===== src/rtl/pipeline_ctrl_if.sv =====
// rtl/pipeline_ctrl_if.sv - hazard inputs and stage-control outputs of the pipeline sequencer
interface pipeline_ctrl_if #(
  parameter int CNT_W = 16
);
  logic             load_use;
  logic             branch_taken;
  logic             md_issue;
  logic             mem_access;
  logic             dmem_ready;
  logic             pc_we;
  logic             if_id_we;
  logic             id_ex_we;
  logic             ex_mem_we;
  logic             mem_wb_we;
  logic             if_id_flush;
  logic             id_ex_flush;
  logic             ex_mem_flush;
  logic             mem_wb_flush;
  logic             busy;
  logic [CNT_W-1:0] stall_cycles;

  // Hazard sources (hazard unit, EX and MEM stages) drive the inputs
  modport master (
    output load_use, branch_taken, md_issue, mem_access, dmem_ready,
    input  pc_we, if_id_we, id_ex_we, ex_mem_we, mem_wb_we,
    input  if_id_flush, id_ex_flush, ex_mem_flush, mem_wb_flush,
    input  busy, stall_cycles
  );

  // The sequencer consumes hazards and drives register controls
  modport slave (
    input  load_use, branch_taken, md_issue, mem_access, dmem_ready,
    output pc_we, if_id_we, id_ex_we, ex_mem_we, mem_wb_we,
    output if_id_flush, id_ex_flush, ex_mem_flush, mem_wb_flush,
    output busy, stall_cycles
  );
endinterface


===== src/rtl/pipeline_ctrl.sv =====
// rtl/pipeline_ctrl.sv - stall/flush sequencer for the five-stage pipeline
module pipeline_ctrl #(
  parameter int MD_LATENCY = 4,
  parameter int CNT_W      = 16
) (
  input  logic                clk,
  input  logic                reset,
  pipeline_ctrl_if.slave      bus
);

  localparam int MDC_W     = (MD_LATENCY > 2) ? $clog2(MD_LATENCY) : 1;
  localparam int MD_INIT_I = (MD_LATENCY > 1) ? MD_LATENCY - 2 : 0;
  localparam logic [MDC_W-1:0] MD_INIT = MDC_W'(MD_INIT_I);
  localparam bit MD_MULTI  = (MD_LATENCY > 1);

  typedef enum logic [1:0] {
    RUN      = 2'd0,
    MEM_WAIT = 2'd1,
    MD_WAIT  = 2'd2
  } state_t;

  state_t           state, next_state;
  logic [MDC_W-1:0] md_cnt, next_cnt;
  logic [CNT_W-1:0] stall_q;

  logic pc_we, if_id_we, id_ex_we, ex_mem_we, mem_wb_we;
  logic if_id_flush, id_ex_flush, ex_mem_flush, mem_wb_flush;

  logic run_eval, allow_p1, allow_p2;
  logic sel_freeze, sel_md;

  // Decide which action governs this cycle, then derive controls and next state
  always_comb begin
    pc_we        = 1'b1;
    if_id_we     = 1'b1;
    id_ex_we     = 1'b1;
    ex_mem_we    = 1'b1;
    mem_wb_we    = 1'b1;
    if_id_flush  = 1'b0;
    id_ex_flush  = 1'b0;
    ex_mem_flush = 1'b0;
    mem_wb_flush = 1'b0;
    next_state   = state;
    next_cnt     = md_cnt;
    run_eval     = 1'b0;
    allow_p1     = 1'b1;
    allow_p2     = 1'b1;
    sel_freeze   = 1'b0;
    sel_md       = 1'b0;

    unique case (state)
      RUN: run_eval = 1'b1;
      MEM_WAIT: begin
        if (!bus.dmem_ready) begin
          sel_freeze = 1'b1;
          next_state = MEM_WAIT;
        end else begin
          run_eval = 1'b1;
          allow_p1 = 1'b0;
        end
      end
      MD_WAIT: begin
        // A stray memory stall still wins; otherwise keep counting down
        if (md_cnt != '0 && !(bus.mem_access && !bus.dmem_ready)) begin
          sel_md     = 1'b1;
          next_cnt   = md_cnt - 1'b1;
          next_state = MD_WAIT;
        end else begin
          // md_issue is still high because EX was held; do not re-issue
          run_eval = 1'b1;
          allow_p2 = 1'b0;
        end
      end
      default: run_eval = 1'b1;
    endcase

    if (run_eval) begin
      next_state = RUN;
      if (allow_p1 && bus.mem_access && !bus.dmem_ready) begin
        sel_freeze = 1'b1;
        next_state = MEM_WAIT;
        next_cnt   = '0;
      end else if (allow_p2 && MD_MULTI && bus.md_issue) begin
        sel_md     = 1'b1;
        next_cnt   = MD_INIT;
        next_state = MD_WAIT;
      end else if (bus.branch_taken) begin
        if_id_flush = 1'b1;
        id_ex_flush = 1'b1;
      end else if (bus.load_use) begin
        pc_we       = 1'b0;
        if_id_we    = 1'b0;
        id_ex_flush = 1'b1;
      end
    end

    if (sel_freeze) begin
      pc_we        = 1'b0;
      if_id_we     = 1'b0;
      id_ex_we     = 1'b0;
      ex_mem_we    = 1'b0;
      mem_wb_flush = 1'b1;
    end else if (sel_md) begin
      pc_we        = 1'b0;
      if_id_we     = 1'b0;
      id_ex_we     = 1'b0;
      ex_mem_flush = 1'b1;
    end

    // Reset holds every stage and fills it with bubbles
    if (reset) begin
      pc_we        = 1'b0;
      if_id_we     = 1'b0;
      id_ex_we     = 1'b0;
      ex_mem_we    = 1'b0;
      mem_wb_we    = 1'b0;
      if_id_flush  = 1'b1;
      id_ex_flush  = 1'b1;
      ex_mem_flush = 1'b1;
      mem_wb_flush = 1'b1;
    end
  end

  // Sequencer state, mult/div countdown and saturating stall counter
  always_ff @(posedge clk) begin
    if (reset) begin
      state   <= RUN;
      md_cnt  <= '0;
      stall_q <= '0;
    end else begin
      state  <= next_state;
      md_cnt <= next_cnt;
      if (!pc_we && stall_q != '1) begin
        stall_q <= stall_q + 1'b1;
      end
    end
  end

  assign bus.pc_we        = pc_we;
  assign bus.if_id_we     = if_id_we;
  assign bus.id_ex_we     = id_ex_we;
  assign bus.ex_mem_we    = ex_mem_we;
  assign bus.mem_wb_we    = mem_wb_we;
  assign bus.if_id_flush  = if_id_flush;
  assign bus.id_ex_flush  = id_ex_flush;
  assign bus.ex_mem_flush = ex_mem_flush;
  assign bus.mem_wb_flush = mem_wb_flush;
  assign bus.busy         = (state != RUN) && !reset;
  assign bus.stall_cycles = stall_q;

endmodule


===== src/flat_wrapper.sv =====
// flat-port wrapper written by rule: the top's interface ports become plain ports
module pipeline_ctrl_flat 
#(
  parameter int MD_LATENCY = 4,
  parameter int CNT_W      = 16
)
  (clk, reset, bus_load_use, bus_branch_taken, bus_md_issue, bus_mem_access, bus_dmem_ready, bus_pc_we, bus_if_id_we, bus_id_ex_we, bus_ex_mem_we, bus_mem_wb_we, bus_if_id_flush, bus_id_ex_flush, bus_ex_mem_flush, bus_mem_wb_flush, bus_busy, bus_stall_cycles);
  pipeline_ctrl_if #(.CNT_W(CNT_W)) bus_i ();
  input  logic clk;
  input  logic reset;
  input wire logic [$bits(bus_i.load_use)-1:0] bus_load_use;
  input wire logic [$bits(bus_i.branch_taken)-1:0] bus_branch_taken;
  input wire logic [$bits(bus_i.md_issue)-1:0] bus_md_issue;
  input wire logic [$bits(bus_i.mem_access)-1:0] bus_mem_access;
  input wire logic [$bits(bus_i.dmem_ready)-1:0] bus_dmem_ready;
  output wire logic [$bits(bus_i.pc_we)-1:0] bus_pc_we;
  output wire logic [$bits(bus_i.if_id_we)-1:0] bus_if_id_we;
  output wire logic [$bits(bus_i.id_ex_we)-1:0] bus_id_ex_we;
  output wire logic [$bits(bus_i.ex_mem_we)-1:0] bus_ex_mem_we;
  output wire logic [$bits(bus_i.mem_wb_we)-1:0] bus_mem_wb_we;
  output wire logic [$bits(bus_i.if_id_flush)-1:0] bus_if_id_flush;
  output wire logic [$bits(bus_i.id_ex_flush)-1:0] bus_id_ex_flush;
  output wire logic [$bits(bus_i.ex_mem_flush)-1:0] bus_ex_mem_flush;
  output wire logic [$bits(bus_i.mem_wb_flush)-1:0] bus_mem_wb_flush;
  output wire logic [$bits(bus_i.busy)-1:0] bus_busy;
  output wire logic [$bits(bus_i.stall_cycles)-1:0] bus_stall_cycles;
  assign bus_i.load_use = bus_load_use;
  assign bus_i.branch_taken = bus_branch_taken;
  assign bus_i.md_issue = bus_md_issue;
  assign bus_i.mem_access = bus_mem_access;
  assign bus_i.dmem_ready = bus_dmem_ready;
  assign bus_pc_we = bus_i.pc_we;
  assign bus_if_id_we = bus_i.if_id_we;
  assign bus_id_ex_we = bus_i.id_ex_we;
  assign bus_ex_mem_we = bus_i.ex_mem_we;
  assign bus_mem_wb_we = bus_i.mem_wb_we;
  assign bus_if_id_flush = bus_i.if_id_flush;
  assign bus_id_ex_flush = bus_i.id_ex_flush;
  assign bus_ex_mem_flush = bus_i.ex_mem_flush;
  assign bus_mem_wb_flush = bus_i.mem_wb_flush;
  assign bus_busy = bus_i.busy;
  assign bus_stall_cycles = bus_i.stall_cycles;
  pipeline_ctrl #(.MD_LATENCY(MD_LATENCY), .CNT_W(CNT_W)) u_core (.clk(clk), .reset(reset), .bus(bus_i));
endmodule

===== config.mk =====
export PLATFORM = sky130hd
export DESIGN_NAME = pipeline_ctrl_flat
export DESIGN_NICKNAME = d
export VERILOG_FILES = /design/src/rtl/pipeline_ctrl_if.sv /design/src/rtl/pipeline_ctrl.sv /design/src/flat_wrapper.sv
export SDC_FILE = /design/constraint.sdc
export NUM_CORES = 1
export LEC_CHECK = 0
export BUFFER_PORTS_ARGS = -buffer_cell sky130_fd_sc_hd__buf_2
export CORE_MARGIN = 8
export CORE_UTILIZATION = 30
export DETAILED_ROUTE_END_ITERATION = 10
export PLACE_DENSITY = 0.51
export REMOVE_ABC_BUFFERS = 1
export SKIP_LAST_GASP = 1
export SYNTH_ARGS = -nofsm -noshare
export SYNTH_HDL_FRONTEND = slang
export SYNTH_SLANG_ARGS = --single-unit

===== constraint.sdc =====
create_clock -name clk -period 2.5 [get_ports clk]
set_clock_uncertainty 0.05 [all_clocks]
set_input_delay 0.5 -clock clk [delete_from_list [all_inputs] [get_ports clk]]
set_output_delay 0.5 -clock clk [all_outputs]
set_load 0.01 [all_outputs]

==> qor.csv, run 1 <==
metric;value;unit
power after layout;789;µW
sw power;243;µW
sequential share of power;44.4;%
CTS tree;done;
worst-skew pair later-pin latency;0.25;ns
iteration count of the initial detailed-routing pass;4;
row count;23;
worst-case reg-to-reg path depth;9;
port bufs;32;
status;finished clean;
cell area after synthesis;0.00119;mm²
commonest non-fill, non-tap cell in the layout;buf_2;
Adder-Cell Fraction of Synth Area;5.25;%
post-synth top area share;33.6;%
Die Wd;79.0;µm
Num Clock Sinks;20;
vias per cell;5.10;
sequential fraction of the synthesis area;33.6;%
critical path's top delay family;simple AND/OR/NAND/NOR gates;
post-synthesis simple-gate area fraction;28.5;%
setup violators final;0;
placed insts;234;
CORE AREA;0.00391;mm²
mux contribution to synthesized area;1.79;%
setup TNS;0;ns
crit-path max FO;6;
Worst Max-Slew Pin Slew;0.377;ns
fin crit period;2.39;ns
critical path type;in2out;
Yosys warnings;0;
Buf/Inv on CP;2;
I/O pins;33;
Max Slew Vio Count;0;
final period utilization;95.7;%
area grow syn2layout;27.5;%
DRC violations left;0;
largest area contributor in the netlist;dfxtp_1;
DIE HEIGHT;79.0;µm
Worst setup SP type;input port;
Root Buffer;clkbuf_8;
Syn Inst Count;152;
post-route insts no fill;237;
clk buf depth;2;
IR drop worst, VDD;308;µV
first-pass GRT wire length;4970;µm
# H-tree levels;1;
WL/cell;13.1;µm
Initial Util;30.4;%
Yosys cell types;40;
fin worst setup slack;0.107;ns
Pint;546;µW
share of cells above drive strength 1;29.4;%
Slowest-stage cell, CP;or3_1;
worst endpoint required time;1.95;ns
Crit. End Element;output pin;
worst path arrival time;1.84;ns
initial antenna violation count;0;
Post-CTS Repair Setup Buffers;0;
number of buffers created by CTS;3;
Hold Violations, Final;0;
Die Footprint;0.00624;mm²
Hold WS;0.428;ns
Compound-Gate Fraction of Synth Area;23.1;%
max cap viols;0;
register bit total from synthesis;20;
CP Cell Sequence;buf_2 > nor2b_2 > nor2_1 > or3_1 > nand2_1 > nand2_1 > a21o_1 > buf_2;
Hold Buf Count CTS;0;
Antenna Cells;0;
power share of the clock group;26.3;%
Leak;0.000631;µW
largest net degree at the start of global routing;23;
Slew Limit Headroom;74.7;%
pre-CTS setup slack;0.141;ns
ys async rst share;0;%
predominant post-synthesis flop cell;dfxtp_1;
hold path cells;2;
Comb pwr share;29.3;%
unrepaired setup endpoints after global routing;no;
routability cong.;0.873;
number of routed nets with antenna violations;0;
fin nets;201;
total track usage;9.57;%
sw frac;30.8;%
final wirelength;3100;µm
Levels on crit path;8;
EDFF count, synth;0;
syn_area_per_cell;7.84;µm²
ranking of synthesized cells by area;dfxtp_1, nand2_1, a21oi_1;
vias in the first global route;1101;
most frequent cells in the layout;buf_2, nand2_1, dfxtp_1, nor2_1, a21oi_1;
Layout fillers;424;
slowest cell delay on critical path;0.40;ns
largest family of logic cells by synthesized area;simple AND/OR/NAND/NOR gates;
Worst-path clk slew;0.07;ns
Congestion Overflow GR;0;
Peak Freq;418;MHz
PwrDens;520;mW/mm²
Vias;1209;
Synth Area in XOR/XNOR;1.47;%
post-DP HPWL;2320;µm
worst hold path class;reg2reg;
initial DRC count;49;
-- layer usage --
metal	routed length, µm	share of wire [%]	track usage (%)	up-vias
met2	1480	48	15.5	23
met4	17	0.55	2.59	0
met5	0	0	0	-
met3	188	6.1	4.06	2
met1	1420	46	11.3	569
li1	-	-	-	615
-- power groups by stage --
stage | clock, µW | sequential, µW | combinational (µW)
final | 207 | 350 | 232
after detailed placement | 0 | 356 | 209
after floorplan | 0 | 358 | 124
after global placement | 0 | 356 | 208
after CTS | 221 | 349 | 214
after global routing | 227 | 353 | 256
-- final cells by class --
| class | instances | area [µm²] | share of cell area (%) |
|---|---|---|---|
| clock buffers | 3 | 41.3 | 2.72 |
| well taps | 50 | 62.6 | 4.12 |
| multi-input cells | 116 | 762 | 50.2 |
| repair buffers | 37 | 210 | 13.8 |
| flip-flops and latches | 20 | 402 | 26.4 |
| inverters | 11 | 41.3 | 2.72 |
-- Yosys cell counts (2+ instances only) --
cell	instances
and3_1	2
clkbuf_1	2
or3_1	5
dfxtp_1	20
a31oi_1	2
nand2_1	19
nand2b_1	3
inv_1	10
o31ai_1	4
nand3_1	6
o21ai_0	4
a21oi_1	13
o211ai_1	2
nor2_1	14
ha_1	5
a211oi_1	2
buf_4	2
or4_1	7
nor2b_1	3
nor3_1	2
a21boi_1	2
o21ai_1	5
-- cells by family (layout without fill, tap and decap cells) --
logic type      after synthesis  count (layout)
fa+ha+maj                     5               5
flops                        20              20
mux                           2               2
xor+xnor                      2               2
buf+inv                      16              51
simple gates                 66              66
compound gates               41              41
-- stage by stage --
step	area [µm²]	util, %
after floorplan	1160	-
after global placement	1430	36.5
after detailed placement	1430	36.5
after CTS	1480	37.8
after global routing	1520	38.8
final	1520	38.8
-- flip-flops by register name, indices dropped and copies added (netlist names) --
register	flops
u_core.state	2
u_core.bus.stall_cycles	16
u_core.md_cnt	2
-- worst paths after layout --
kind,end,slack [ns],from
min reg2reg,u_core.md_cnt[1]$_SDFF_PP0_,0.43,u_core.md_cnt[1]$_SDFF_PP0_
max reg2reg,u_core.bus.stall_cycles[11]$_SDFFE_PP0P_,0.24,u_core.state[0]$_SDFFE_PP0P_
min,u_core.md_cnt[1]$_SDFF_PP0_,0.43,u_core.md_cnt[1]$_SDFF_PP0_
max,bus_id_ex_flush,0.11,bus_dmem_ready
-- worst reg2reg max path, cell delays in order, from the launching register on --
cell	delay (ns)
dfxtp_1	0.35
inv_2	0.07
ha_4	0.26
a21boi_4	0.15
o21bai_2	0.19
a21oi_2	0.08
a32o_2	0.31
buf_12	0.17
or4_1	0.47
o21ai_1	0.09
-- timing repair --
| action | CTS | global route |
|---|---|---|
| pin swaps | 0 | 1 |
| resized for setup | 2 | 8 |
| endpoints found under the setup margin | 2 | 4 |
Note: power is estimated with default switching activity, not from simulation.
==> run 2, diff against run 1 <==
- CORE_UTILIZATION: 30 -> 51
- PLACE_DENSITY: 0.51 -> 0.76
==> qor.csv, run 2 (synthesis results as in run 1) <==
metric;value;unit;change
status;finished clean;;
slowest cell delay on critical path;0.40;ns;about the same
setup TNS;0;ns;unchanged
post-DP HPWL;2190;µm;-5.8%
total track usage;15.3;%;+5.7 points
R2R Setup Slk;0.17;ns;-0.07 ns
routability cong.;0.937;;+7.4%
worst setup path startpoint;bus_dmem_ready;;
max reg flops;16;;unchanged
Initial Util;53.8;%;+23 points
Root Buffer;clkbuf_4;;
Non-Filler Cell Area, Final;0.00151;mm²;-0.58%
largest net degree at the start of global routing;26;;+13%
unrepaired setup endpoints after global routing;yes;;
Congestion Overflow GR;0;;unchanged
worst-case reg-to-reg path depth;6;;-3
worst hold path class;reg2reg;;
Crit. End Element;output pin;;
CP Cell Sequence;buf_2 > nor2b_2 > nor2_1 > or3_1 > nand2_1 > nand2_1 > a21o_1 > buf_2;;
DRC violations left;0;;unchanged
number of routed nets with antenna violations;0;;unchanged
grt peak-use layer;met2;;
Peak Freq;411;MHz;-1.6%
hold path cells;2;;unchanged
iteration count of the initial detailed-routing pass;4;;unchanged
Leak;0.000635;µW;+0.61%
first-pass GRT wire length;5330;µm;+7.2%
CTS tree;done;;
I/O pins;33;;unchanged
Slowest-stage cell, CP;or3_1;;
critical path's top delay family;simple AND/OR/NAND/NOR gates;;
initial DRC count;67;;+37%
Vias;1243;;+2.8%
met1 Usage GRT;18.0;%;+6.7 points
number of buffers created by CTS;3;;unchanged
row count;17;;-26%
Buf/Inv on CP;2;;unchanged
Worst Hold End;u_core.md_cnt[1]$_SDFF_PP0_;;
fin nets;202;;+0.50%
max cap viols;0;;unchanged
final period utilization;97.2;%;+1.5 points
Worst R2R Start;u_core.bus.stall_cycles[0]$_SDFFE_PP0P_;;
vias per cell;5.73;;+12%
PwrDens;526;mW/mm²;+1.2%
setup violators final;0;;unchanged
worst-skew pair later-pin latency;0.30;ns;+0.05 ns
Hold Violations, Final;0;;unchanged
CORE AREA;0.00221;mm²;-43%
reg-to-reg endpoint;u_core.bus.stall_cycles[13]$_SDFFE_PP0P_;;
met3 Use GR;3.31;%;-0.75 points
Die Wd;64.3;µm;-19%
# H-tree levels;1;;unchanged
Die Footprint;0.00414;mm²;-34%
Worst setup SP type;input port;;
vias in the first global route;1207;;+9.6%
IR drop worst, VDD;401;µV;+30%
Placed Area;0.00138;mm²;-3.8%
crit-path max FO;6;;unchanged
worst endpoint required time;1.95;ns;about the same
met2 usage;25.6;%;+10 points
Max Slew Vio Count;0;;unchanged
Hold Buf Count CTS;0;;unchanged
critical path type;in2out;;
worst path arrival time;1.88;ns;+0.04 ns
Slew Limit Headroom;69.3;%;-5.4 points
port bufs;32;;unchanged
final wirelength;3070;µm;-0.84%
Hold Startpoint;u_core.md_cnt[1]$_SDFF_PP0_;;
Worst Max-Slew Pin Slew;0.461;ns;+0.0841 ns
Antenna Cells;0;;unchanged
Worst-path clk slew;0.11;ns;+0.04 ns
clk buf depth;2;;unchanged
area grow syn2layout;26.8;%;
WL/cell;14.2;µm;+8.3%
most frequent cells in the layout;buf_2, nand2_1, dfxtp_1, nor2_1, a21oi_1;;
DIE HEIGHT;64.3;µm;-19%
share of cells above drive strength 1;32.3;%;+2.9 points
commonest non-fill, non-tap cell in the layout;buf_2;;
Num Clock Sinks;20;;unchanged
initial antenna violation count;0;;unchanged
fin crit period;2.43;ns;+0.0383 ns
[run 2: worst max-delay path by stage]
stage | to | slack, ns | cells after the start
2_1_floorplan | u_core.bus.stall_cycles[15]$_SDFFE_PP0P_ | 0.18 | 8
3_3_place_gp | u_core.bus.stall_cycles[13]$_SDFFE_PP0P_ | 0.13 | 7
3_5_place_dp | u_core.bus.stall_cycles[13]$_SDFFE_PP0P_ | 0.05 | 7
4_1_cts | bus_if_id_we | 0.007 | 9
5_1_grt | bus_pc_we | -0.007 | 9
6_report | bus_id_ex_flush | 0.07 | 8
[run 2: what timing repair did]
action / in CTS / in global routing
setup buffers: 0 / 3
gates resized for setup: 9 / 8
gates cloned: 0 / 0
pin swaps: 0 / 2
setup endpoints to repair: 4 / 3
[run 2: cell type report]
type                            count  area (µm²)
Sequential cell                    20         403
Tap cell                           28        35.0
Timing Repair Buffer               38         211
Fill cell                         187         702
Clock buffer                        4        36.3
Multi-Input combinational cell    116         783
Inverter                           11        41.3
[run 2: metal layers]
metal,part of all wire [%],routed length [µm]
met1,46,1400
met2,47,1450
met3,4.6,142
met4,2.4,73
met5,0,0
[run 2: power breakdown]
| group | switching (µW) | internal (µW) | total [µW] |
|---|---|---|---|
| clock | 102 | 88.9 | 191 |
| combinational | 138 | 114 | 253 |
| sequential | 15.7 | 335 | 351 |
| total | 256 | 538 | 794 |
[run 2: through the flow]
stage / util (%) / total power (µW) / instances / hold WS, ns / setup WS, ns
after global placement: 62.2 / 547 / 210 / 0.417 / 0.132
after global routing: 68.3 / 845 / 217 / 0.476 / -0.00691
after detailed placement: 62.2 / 553 / 210 / 0.433 / 0.0524
after floorplan: - / 482 / 147 / 0.394 / 0.175
final: 68.3 / 794 / 217 / 0.447 / 0.0692
after CTS: 66.0 / 767 / 214 / 0.450 / 0.00734
[run 2: worst register-to-register path, stage by stage (launching register included)]
cell     delay (ns)
dfxtp_1        0.42
ha_1           0.23
nand2_1        0.10
nor4_1         0.42
a32o_2         0.55
nor3_1         0.14
mux2_1         0.33
